===== src/rtl/popcount_expand_int64.sv =====
// Count-to-thermometer expander: N -> mask with bits [N-1:0] set, built CHUNK bits per cycle; optional self-check via POPCOUNT_EXPAND_SELFCHECK_EN.
// Latency: out_valid rises NCHUNK edges after the accepting edge; one result per NCHUNK+2 cycles.
// Backpressure: in_ready only in IDLE; result (Y, sat, chk_err) held in DONE until out_ready.
module popcount_expand_int64 #(
  parameter int WIDTH = 64,
  parameter int CNT_W = 7,
  parameter int CHUNK = 8
) (
  input  logic             clk,
  input  logic             rst_n,
  input  logic             in_valid,
  output logic             in_ready,
  input  logic [CNT_W-1:0] in_cnt,
  output logic             out_valid,
  input  logic             out_ready,
  output logic [WIDTH-1:0] Y,
  output logic             sat,
  output logic             chk_err
);

  localparam int NCHUNK = WIDTH / CHUNK;
  localparam int IDX_W  = (NCHUNK > 1) ? $clog2(NCHUNK) : 1;
  localparam logic [IDX_W-1:0] LAST_IDX = IDX_W'(NCHUNK - 1);

  typedef enum logic [1:0] {
    IDLE = 2'd0,
    FILL = 2'd1,
    DONE = 2'd2
  } state_t;

  state_t           state;
  state_t           state_nxt;
  logic [CNT_W-1:0] cnt;
  logic [IDX_W-1:0] idx;
  logic [WIDTH-1:0] y_nxt;
  logic             accept;
  logic             release_out;
  logic             last_chunk;
  logic             over;

  assign accept      = in_valid && in_ready;
  assign release_out = out_valid && out_ready;
  assign last_chunk  = (idx == LAST_IDX);
  assign over        = (int'(in_cnt) > WIDTH);

  always_ff @(posedge clk) begin
    if (!rst_n) state <= IDLE;
    else        state <= state_nxt;
  end

  always_comb begin
    state_nxt = state;
    case (state)
      IDLE:    if (accept)      state_nxt = FILL;
      FILL:    if (last_chunk)  state_nxt = DONE;
      DONE:    if (release_out) state_nxt = IDLE;
      default: state_nxt = IDLE;
    endcase
  end

  always_comb begin
    in_ready  = (state == IDLE);
    out_valid = (state == DONE);
  end

  // Only the chunk selected by idx changes; the rest of the mask carries over.
  always_comb begin
    y_nxt = Y;
    for (int b = 0; b < WIDTH; b++) begin
      if ((b / CHUNK) == int'(idx)) y_nxt[b] = (b < int'(cnt));
    end
  end

  always_ff @(posedge clk) begin
    if (!rst_n) begin
      Y   <= '0;
      sat <= 1'b0;
      cnt <= '0;
      idx <= '0;
    end else begin
      case (state)
        IDLE: begin
          if (accept) begin
            cnt <= over ? CNT_W'(WIDTH) : in_cnt;
            sat <= over;
            Y   <= '0;
            idx <= '0;
          end
        end
        FILL: begin
          Y   <= y_nxt;
          idx <= idx + 1'b1;
        end
        default: ;
      endcase
    end
  end

`ifdef POPCOUNT_EXPAND_SELFCHECK_EN
  logic [CNT_W-1:0] pc_nxt;

  // Popcount of the completed mask is taken from y_nxt so the check costs no extra cycle.
  always_comb begin
    pc_nxt = '0;
    for (int b = 0; b < WIDTH; b++) pc_nxt = pc_nxt + CNT_W'(y_nxt[b]);
  end

  always_ff @(posedge clk) begin
    if (!rst_n)                          chk_err <= 1'b0;
    else if (state == FILL && last_chunk) chk_err <= (pc_nxt != cnt);
    else if (release_out)                 chk_err <= 1'b0;
  end
`else
  assign chk_err = 1'b0;
`endif

endmodule


===== config.mk =====
export PLATFORM = sky130hd
export DESIGN_NAME = popcount_expand_int64
export DESIGN_NICKNAME = d
export VERILOG_FILES = /design/src/rtl/popcount_expand_int64.sv
export SDC_FILE = /design/constraint.sdc
export NUM_CORES = 1
export LEC_CHECK = 0
export CAP_MARGIN = 10
export CORE_MARGIN = 5
export CORE_UTILIZATION = 47
export CTS_BUF_LIST = sky130_fd_sc_hd__clkbuf_8
export CTS_CLUSTER_DIAMETER = 30
export CTS_CLUSTER_SIZE = 12
export DETAILED_ROUTE_END_ITERATION = 8
export PLACE_DENSITY = 0.79
export SYNTH_ARGS = -nofsm -noshare
export SYNTH_HDL_FRONTEND = slang
export SYNTH_SLANG_ARGS = --single-unit

===== constraint.sdc =====
create_clock -name clk -period 1.4 [get_ports clk]
set_input_delay 0.14 -clock clk [delete_from_list [all_inputs] [get_ports clk]]
set_output_delay 0.14 -clock clk [all_outputs]
set_load 0.005 [all_outputs]

[Yosys cells after proc, flatten, opt, wreduce, memory -nomap -nowiden]
Cells that the tools add are included.
W data, S select, Z words.
Operators by class
  $add $sub $neg: 1
  reductions and logical operators: 16
  order comparisons: 65
  multiplexer cells: 73
  equality and inequality tests: 21
Operators by type and width (number)
  $lt A6 B7 Y1 const A: 32
  $pmux W64 S2: 1
  $lt A5 B7 Y1 const A: 16
  $mux W1: 64
  $mux W64: 1
  $lt A4 B7 Y1 const A: 8
  $lt A3 B7 Y1 const A: 4
  $reduce_and A3 Y1: 9
  $ne A2 B2 Y1 const B: 9
  $lt A1 B7 Y1 const A: 2
  $lt A2 B7 Y1 const A: 2
  $eq A3 B3 Y1 const A: 4
  $gt A7 B7 Y1 const B: 1
  $mux W7: 1
  $eq A2 B3 Y1 const A: 2
  $mux W2: 3
  $pmux W2 S3: 1
  $pmux W3 S2: 1
  $ne A2 B1 Y1 const B: 2
  $reduce_and A2 Y1: 2
  $add A3 B1 Y3 const B: 1
  $eq A1 B3 Y1 const A: 1
  $eq A3 B3 Y1 const B: 1
  $logic_not A3 Y1: 1
  6 further kinds: 7
Word-level totals
  output and inout port bits: 68
  word-level logic and storage cells: 188
  register bits after elaboration: 77
  input port bits: 11

[Logic depth before layout (Yosys ltp)]
Gate-level depths: netlist of run 1.
  depth after elaboration: 4
  depth in mapped cells: 7
  depth with buffers taken out: 6

[Least setup slack after synthesis of run 1]
OpenSTA, ideal clock, no wires.
  path type: flip-flop to flip-flop
  start: register idx[0]
  end: register Y[18]
  setup time: 0.069 ns
  buffers on the path: 1
  data arrival time: 1.374 ns
  period minus slack after synthesis: 1.443 ns
  data required time: 1.331 ns
  path slack: -0.043 ns
  cell stages (with the launch flop): 8
  path through: dfxtp_1 > inv_1 > ha_1 > and3b_1 > o21ai_2 > buf_2 > nand3_1 > o21ai_1
On the way
  word-level cells in the longest chain between the ends: 3
Ends and longest elaborated chain
  start: declaration: line 34  | logic [IDX_W-1:0] idx;
  start signal: assignment: line 92  | idx <= idx + 1'b1;
  $eq A3 B3 Y1: line 70  | if ((b / CHUNK) == int'(idx)) y_nxt[b] = (b < int'(cnt));
  $ne A2 B2 Y1 (no source line)
  $reduce_and A3 Y1 (no source line)
  end signal: assignment: line 91  | Y <= y_nxt;
  end: declaration: line 16  | output logic [WIDTH-1:0] Y,
Every way passes these cells.
A chain may end at the register's enable or synchronous reset.

[Worst setup path after layout of run 1]
  start: register idx[0]
  end: register Y[20]
Same word-level chain as after synthesis.

==> flow_metrics.tcl, run 1 <==
set metrics [dict create \
    multiInputGateArea_mm2 0.001988 \
    final_cell_mix "clkdlybuf4s50_1, nand2_1, buf_4, dfxtp_1, a22o_1" \
    place_hpwl_um 6952 \
    placed_cell_area_mm2 0.004631 \
    ant_nets 0 \
    grt_pass1_vias 3193 \
    wirelength_um 11520 \
    clock_latency_ns 0.37 \
    cp-start-kind "flip-flop" \
    hold_buffers 0 \
    crit_chain "inv_4 -> ha_2 -> and3b_1 -> o21ai_2 -> buf_12 -> nand3_1 -> o21ai_1" \
    required_ns 1.69 \
    synth_top_cell_by_area "dfxtp_1" \
    drt_iter0_markers 288 \
    synth_top_area_share_pct 45.68 \
    cp_slowest_stage_delay_ns 0.40 \
    die_area_mm2 0.008975 \
    grt_pass1_wl_um 15930 \
    critical_path_class "flip-flop to flip-flop" \
    wl_per_cell_um 18.46 \
    final.setup_skew_ns 0.01263 \
    yosysWarnings 0 \
    dr.pass1.iters 5 \
    drive_gt1_share_pct 36.36 \
    syn_area_per_cell_um2 8.788 \
    die_width_um 94.74 \
    layout_commonest_cell "clkdlybuf4s50_1" \
    final_cell_count_no_fill 624 \
    cp_top_family "flip-flops" \
    hold_viol_final 0 \
    synthArstFlopShare_pct 0 \
    clock_path_buffers 2 \
    dp.cells 597 \
    slew_violations 0 \
    rsz0062_at_grt "yes" \
    netlist_area_mm2 0.003374 \
    worstPathMaxFanout 16 \
    ir_drop_mv 0.8463 \
    outcome "finished with violations" \
    num_vias 3575 \
    synth_seq_area_share_pct 45.68 \
    initial_core_util_pct 48.86 \
    die_y_um 94.74 \
    insertedDiodeCount 0 \
    port_buffers 77 \
    pre_cts_slack_ns -0.2589 \
    fin_crit_sh_pct 107.2 \
    n_fill_cell 440 \
    antenna_found_initial 0 \
    final_area_mm2 0.005379 \
    io_pins 79 \
    mappedNetlistNets 401 \
    core_area_mm2 0.006907 \
    synthCells 384 \
    cts_tree "built" \
    cts.clk_slew.worst_paths_ns 0.09 \
    drc 0 \
    hold_class "input pin to flip-flop" \
    viasPerCell 5.729 \
    p_per_area_mw_per_mm2 869.7 \
    fin_util_pct 77.88 \
    fmax_ghz 0.6661 \
    setup_viol 42 \
    path_depth 7 \
    synth_cell_types 48 \
    cp-end-kind "flip-flop" \
    cts_buffers 9 \
    setup-tns-final_ns -1.461 \
    worst_r2r_path_depth 7 \
    grt_max_degree 22 \
    yosys-top-cells-area "dfxtp_1, a22o_1, nand2_1" \
    hold_depth 3 \
    routabilityCongestion 0.8725 \
    cts.sinks 77 \
    synth-seq-cells 77 \
    final.setup.worst_slack_ns -0.1013 \
    synth_edf_count 0 \
    fin_nets 540 \
    syn2layout_area_growth_pct 59.40 \
    violations "negative setup slack" \
    regArea_mm2 0.001595 \
    period_needed_ns 1.501 \
    cap_violations 0 \
    slowest_stage "dfxtp_4" \
    grt_overflow 0 \
    path_buf_inv 2 \
    synthFlopType "dfxtp_1" \
    cts-root-buf "clkbuf_8" \
    htreeDepth 3 \
    grt_use_total_pct 22.81 \
    rows 30 \
    power_leakage_nw 2.188 \
    arrival_ns 1.79 \
]
-- per-layer routing --
layer	GRT usage, %	up-vias	part of all wire [%]
met5	0	-	0
met4	11.90	0	4.5
met3	4.303	54	6.3
met2	37.99	185	50
met1	27.87	1696	39
li1	-	1640	-
-- synth_stat cells (6+ instances only) --
| cell type | number |
|---|---|
| nand3_1 | 15 |
| nor2_1 | 31 |
| ha_1 | 6 |
| clkbuf_1 | 7 |
| buf_2 | 11 |
| nor3_1 | 6 |
| a22o_1 | 27 |
| dfxtp_1 | 77 |
| nand2_1 | 62 |
| inv_1 | 6 |
| nand3b_1 | 7 |
| o211ai_1 | 12 |
| o21ai_1 | 26 |
| a21oi_1 | 23 |
-- kinds of logic (layout without fill, tap and decap cells) --
kind of cell               after synthesis  after routing  share of synthesized area (%)
and+or+nand+nor                        148            148                          22.47
AOI/OAI and AO/OA                      114            114                          22.95
DFF                                     77             77                          45.68
buffers and inverters                   33            177                          5.080
adders and majority gates                6              6                          2.225
muxes                                    5              5                          1.483
other                                    1              1                         0.1111
-- timing repair --
| item | 4_1_cts | 5_1_grt |
|---|---|---|
| endpoints found under the hold margin | 0 | 0 |
| endpoints found under the setup margin | 71 | 94 |
| pin swaps | 10 | 12 |
| cloned | 1 | 1 |
| gates resized for setup | 55 | 95 |
| setup buffers | 3 | 6 |
-- worst paths after layout --
| kind | from | endpoint | slack [ns] |
|---|---|---|---|
| min reg2reg | Y[34] | Y[34] | 0.45 |
| max reg2reg | idx[0] | Y[20] | -0.10 |
| max | idx[0] | Y[20] | -0.10 |
| min | in_cnt[4] | cnt[4] | 0.40 |
-- layout make-up --
type | count | area share, %
multi-input combinational | 274 | 36.96
sequential | 77 | 29.66
timing repair buffer | 153 | 27.03
clock buffer | 9 | 2.303
tap | 96 | 2.233
clock inverter | 7 | 1.070
inverter | 8 | 0.7444
-- tightest hold or removal path, stage by stage --
cell	delay (ns)
clkdlybuf4s50_1	0.43
nand3b_1	0.11
a21oi_2	0.05
-- where the power goes --
part | internal (mW) | total [mW] | switching (mW)
combinational | 0.394 | 0.798 | 0.405
sequential | 2.24 | 2.30 | 0.0648
clock | 0.664 | 1.58 | 0.914
-- state kept, by name (all words and copies together), names as in the netlist --
name   cells
idx        3
cnt        7
Y         64
state      2
sat        1
-- stage by stage --
stage / power [mW] / hold slack (ns)
6_report: 4.678 / 0.3953
5_1_grt: 4.876 / 0.4068
4_1_cts: 4.542 / 0.3768
3_5_place_dp: 2.948 / 0.4434
3_3_place_gp: 2.932 / 0.4410
2_1_floorplan: 2.646 / 0.3001
Note: power is estimated with default switching activity, not from simulation.
==> run 2: changes to the inputs <==
- CORE_MARGIN: 5 -> 3
- CORE_UTILIZATION: 47 -> 55
- PLACE_DENSITY: 0.79 -> 0.87
- clock period: 1.4 -> 1.8 ns (I/O delays scaled with it)
==> run 2 against run 1 <==
The flow now finishes without violations; critical endpoint is now out_valid; combinational power is 50% lower; via count is 12% lower; sequential power is 22% lower; largest power group unchanged; register-to-register slack better by 0.29 ns.
==> flow_metrics.tcl, run 2 (same netlist as run 1, synthesis figures left out) <==
set metrics [dict create \
    layout_commonest_cell "clkdlybuf4s50_1" \
    wl_per_cell_um 15.86 \
    setup_viol 0 \
    placed_cell_area_mm2 0.004252 \
    grt_use_total_pct 25.43 \
    post_cts_buffers 0 \
    top_register "Y" \
    num_vias 3144 \
    largest_reg_flops 64 \
    tightest_slew_ns 0.7683 \
    grt_overflow 0 \
    antenna_found_initial 0 \
    fin_nets 485 \
    slew_violations 0 \
    final_cell_mix "clkdlybuf4s50_1, dfxtp_1, nand2_1, nor2_1, a22o_1" \
    relSlewSlack_pct 48.24 \
    syn2layout_area_growth_pct 31.52 \
    ant_nets 0 \
    hold_class "input pin to flip-flop" \
    critical_path_class "flip-flop to output pin" \
    setup-tns-final_ns 0 \
    wirelength_um 8641 \
    n_fill_cell 409 \
    initial_core_util_pct 59.11 \
    ir_drop_mv 0.8770 \
    cts_buffers 9 \
    cts.sinks 77 \
    fmax_ghz 0.5794 \
    rsz0062_at_grt "no" \
    hold_viol_final 0 \
    clock_path_buffers 2 \
    cp-end-kind "output pin" \
    drt_iter0_markers 359 \
    grt_pass1_vias 2925 \
    viasPerCell 5.769 \
    cts-root-buf "clkbuf_8" \
    design_power_total_mw 3.396 \
    final_area_mm2 0.004438 \
    place_hpwl_um 6483 \
    drive_gt1_share_pct 12.05 \
    die_width_um 84.33 \
    core_area_mm2 0.005709 \
    io_pins 79 \
    dp.cells 529 \
    cts_tree "built" \
    insertedDiodeCount 0 \
    port_buffers 77 \
    arrival_ns 1.55 \
    cp-start-kind "flip-flop" \
    power_leakage_nw 1.613 \
    cap_violations 0 \
    outcome "finished clean" \
    period_needed_ns 1.726 \
    p_per_area_mw_per_mm2 765.2 \
    worstPathMaxFanout 9 \
    drc 0 \
    rows 27 \
    dr.pass1.iters 4 \
    required_ns 1.62 \
    cts.clk_slew.worst_paths_ns 0.08 \
    routabilityCongestion 0.9051 \
    grt_pass1_wl_um 14660 \
    final_cell_count_no_fill 545 \
    reg_top3 "Y: 64 flops, cnt: 7 flops, idx: 3 flops" \
    htreeDepth 3 \
    fin_crit_sh_pct 95.88 \
    clock_latency_ns 0.36 \
    die_area_mm2 0.007112 \
    final.setup_skew_ns 0.01119 \
    die_y_um 84.33 \
    grt_max_degree 24 \
]
[run 2: cell count changes in the layout (fill, tap and decap cells not counted), sizes merged, moves of 2 or more]
cell,delta
clkinvlp,-2
dlymetal6s2s,-11
clkdlybuf4s50,+13
buf,-55
[run 2: area by class of cell]
type | instances | area (µm²) | share of cell area (%)
timing repair buffer | 98 | 928.4 | 20.92
multi-input combinational | 274 | 1667 | 37.55
clock buffer | 9 | 123.9 | 2.791
tap | 72 | 90.09 | 2.030
sequential | 77 | 1543 | 34.76
inverter | 8 | 30.03 | 0.6766
clock inverter | 7 | 56.30 | 1.269
[run 2: worst paths after layout]
check             from         to  slack [ns]  cells past startpoint
min reg2reg      Y[24]      Y[24]        0.45                      2
max           state[0]  out_valid        0.07                      3
min          out_ready   state[1]        0.43                      4
max reg2reg     idx[1]      Y[57]        0.19                      4
[run 2: where the power goes]
| part | switching, mW | internal (mW) |
|---|---|---|
| clock | 0.692 | 0.519 |
| combinational | 0.218 | 0.182 |
| sequential | 0.0432 | 1.74 |
| total | 0.953 | 2.44 |
[run 2: metrics by stage]
step | util (%) | setup slack, ns | hold WS [ns]
5_1_grt | 77.73 | 0.002399 | 0.4316
4_1_cts | 77.62 | 0.003786 | 0.4237
6_report | 77.73 | 0.07419 | 0.4349
3_3_place_gp | 74.47 | 0.1842 | 0.4374
3_5_place_dp | 74.47 | 0.1218 | 0.4384
2_1_floorplan | - | 0.3575 | 0.3401
[run 2: timing repair]
| item | CTS | global route |
|---|---|---|
| setup endpoints to repair | 0 | 8 |
| hold buffers | 0 | 0 |
| gates resized for setup | 0 | 3 |
[run 2: per-layer routing]
layer,routed length [µm],vias to the layer above,GRT usage [%]
li1,-,1530,-
met1,3793,1472,33.80
met2,4038,129,41.46
met3,690,13,6.968
met4,117,0,5.755
met5,0,-,0
[run 2: critical path, cell delays in order (launching register included)]
cell	delay [ns]
dfxtp_2	0.37
buf_4	0.17
nor2_1	0.12
clkdlybuf4s50_1	0.52
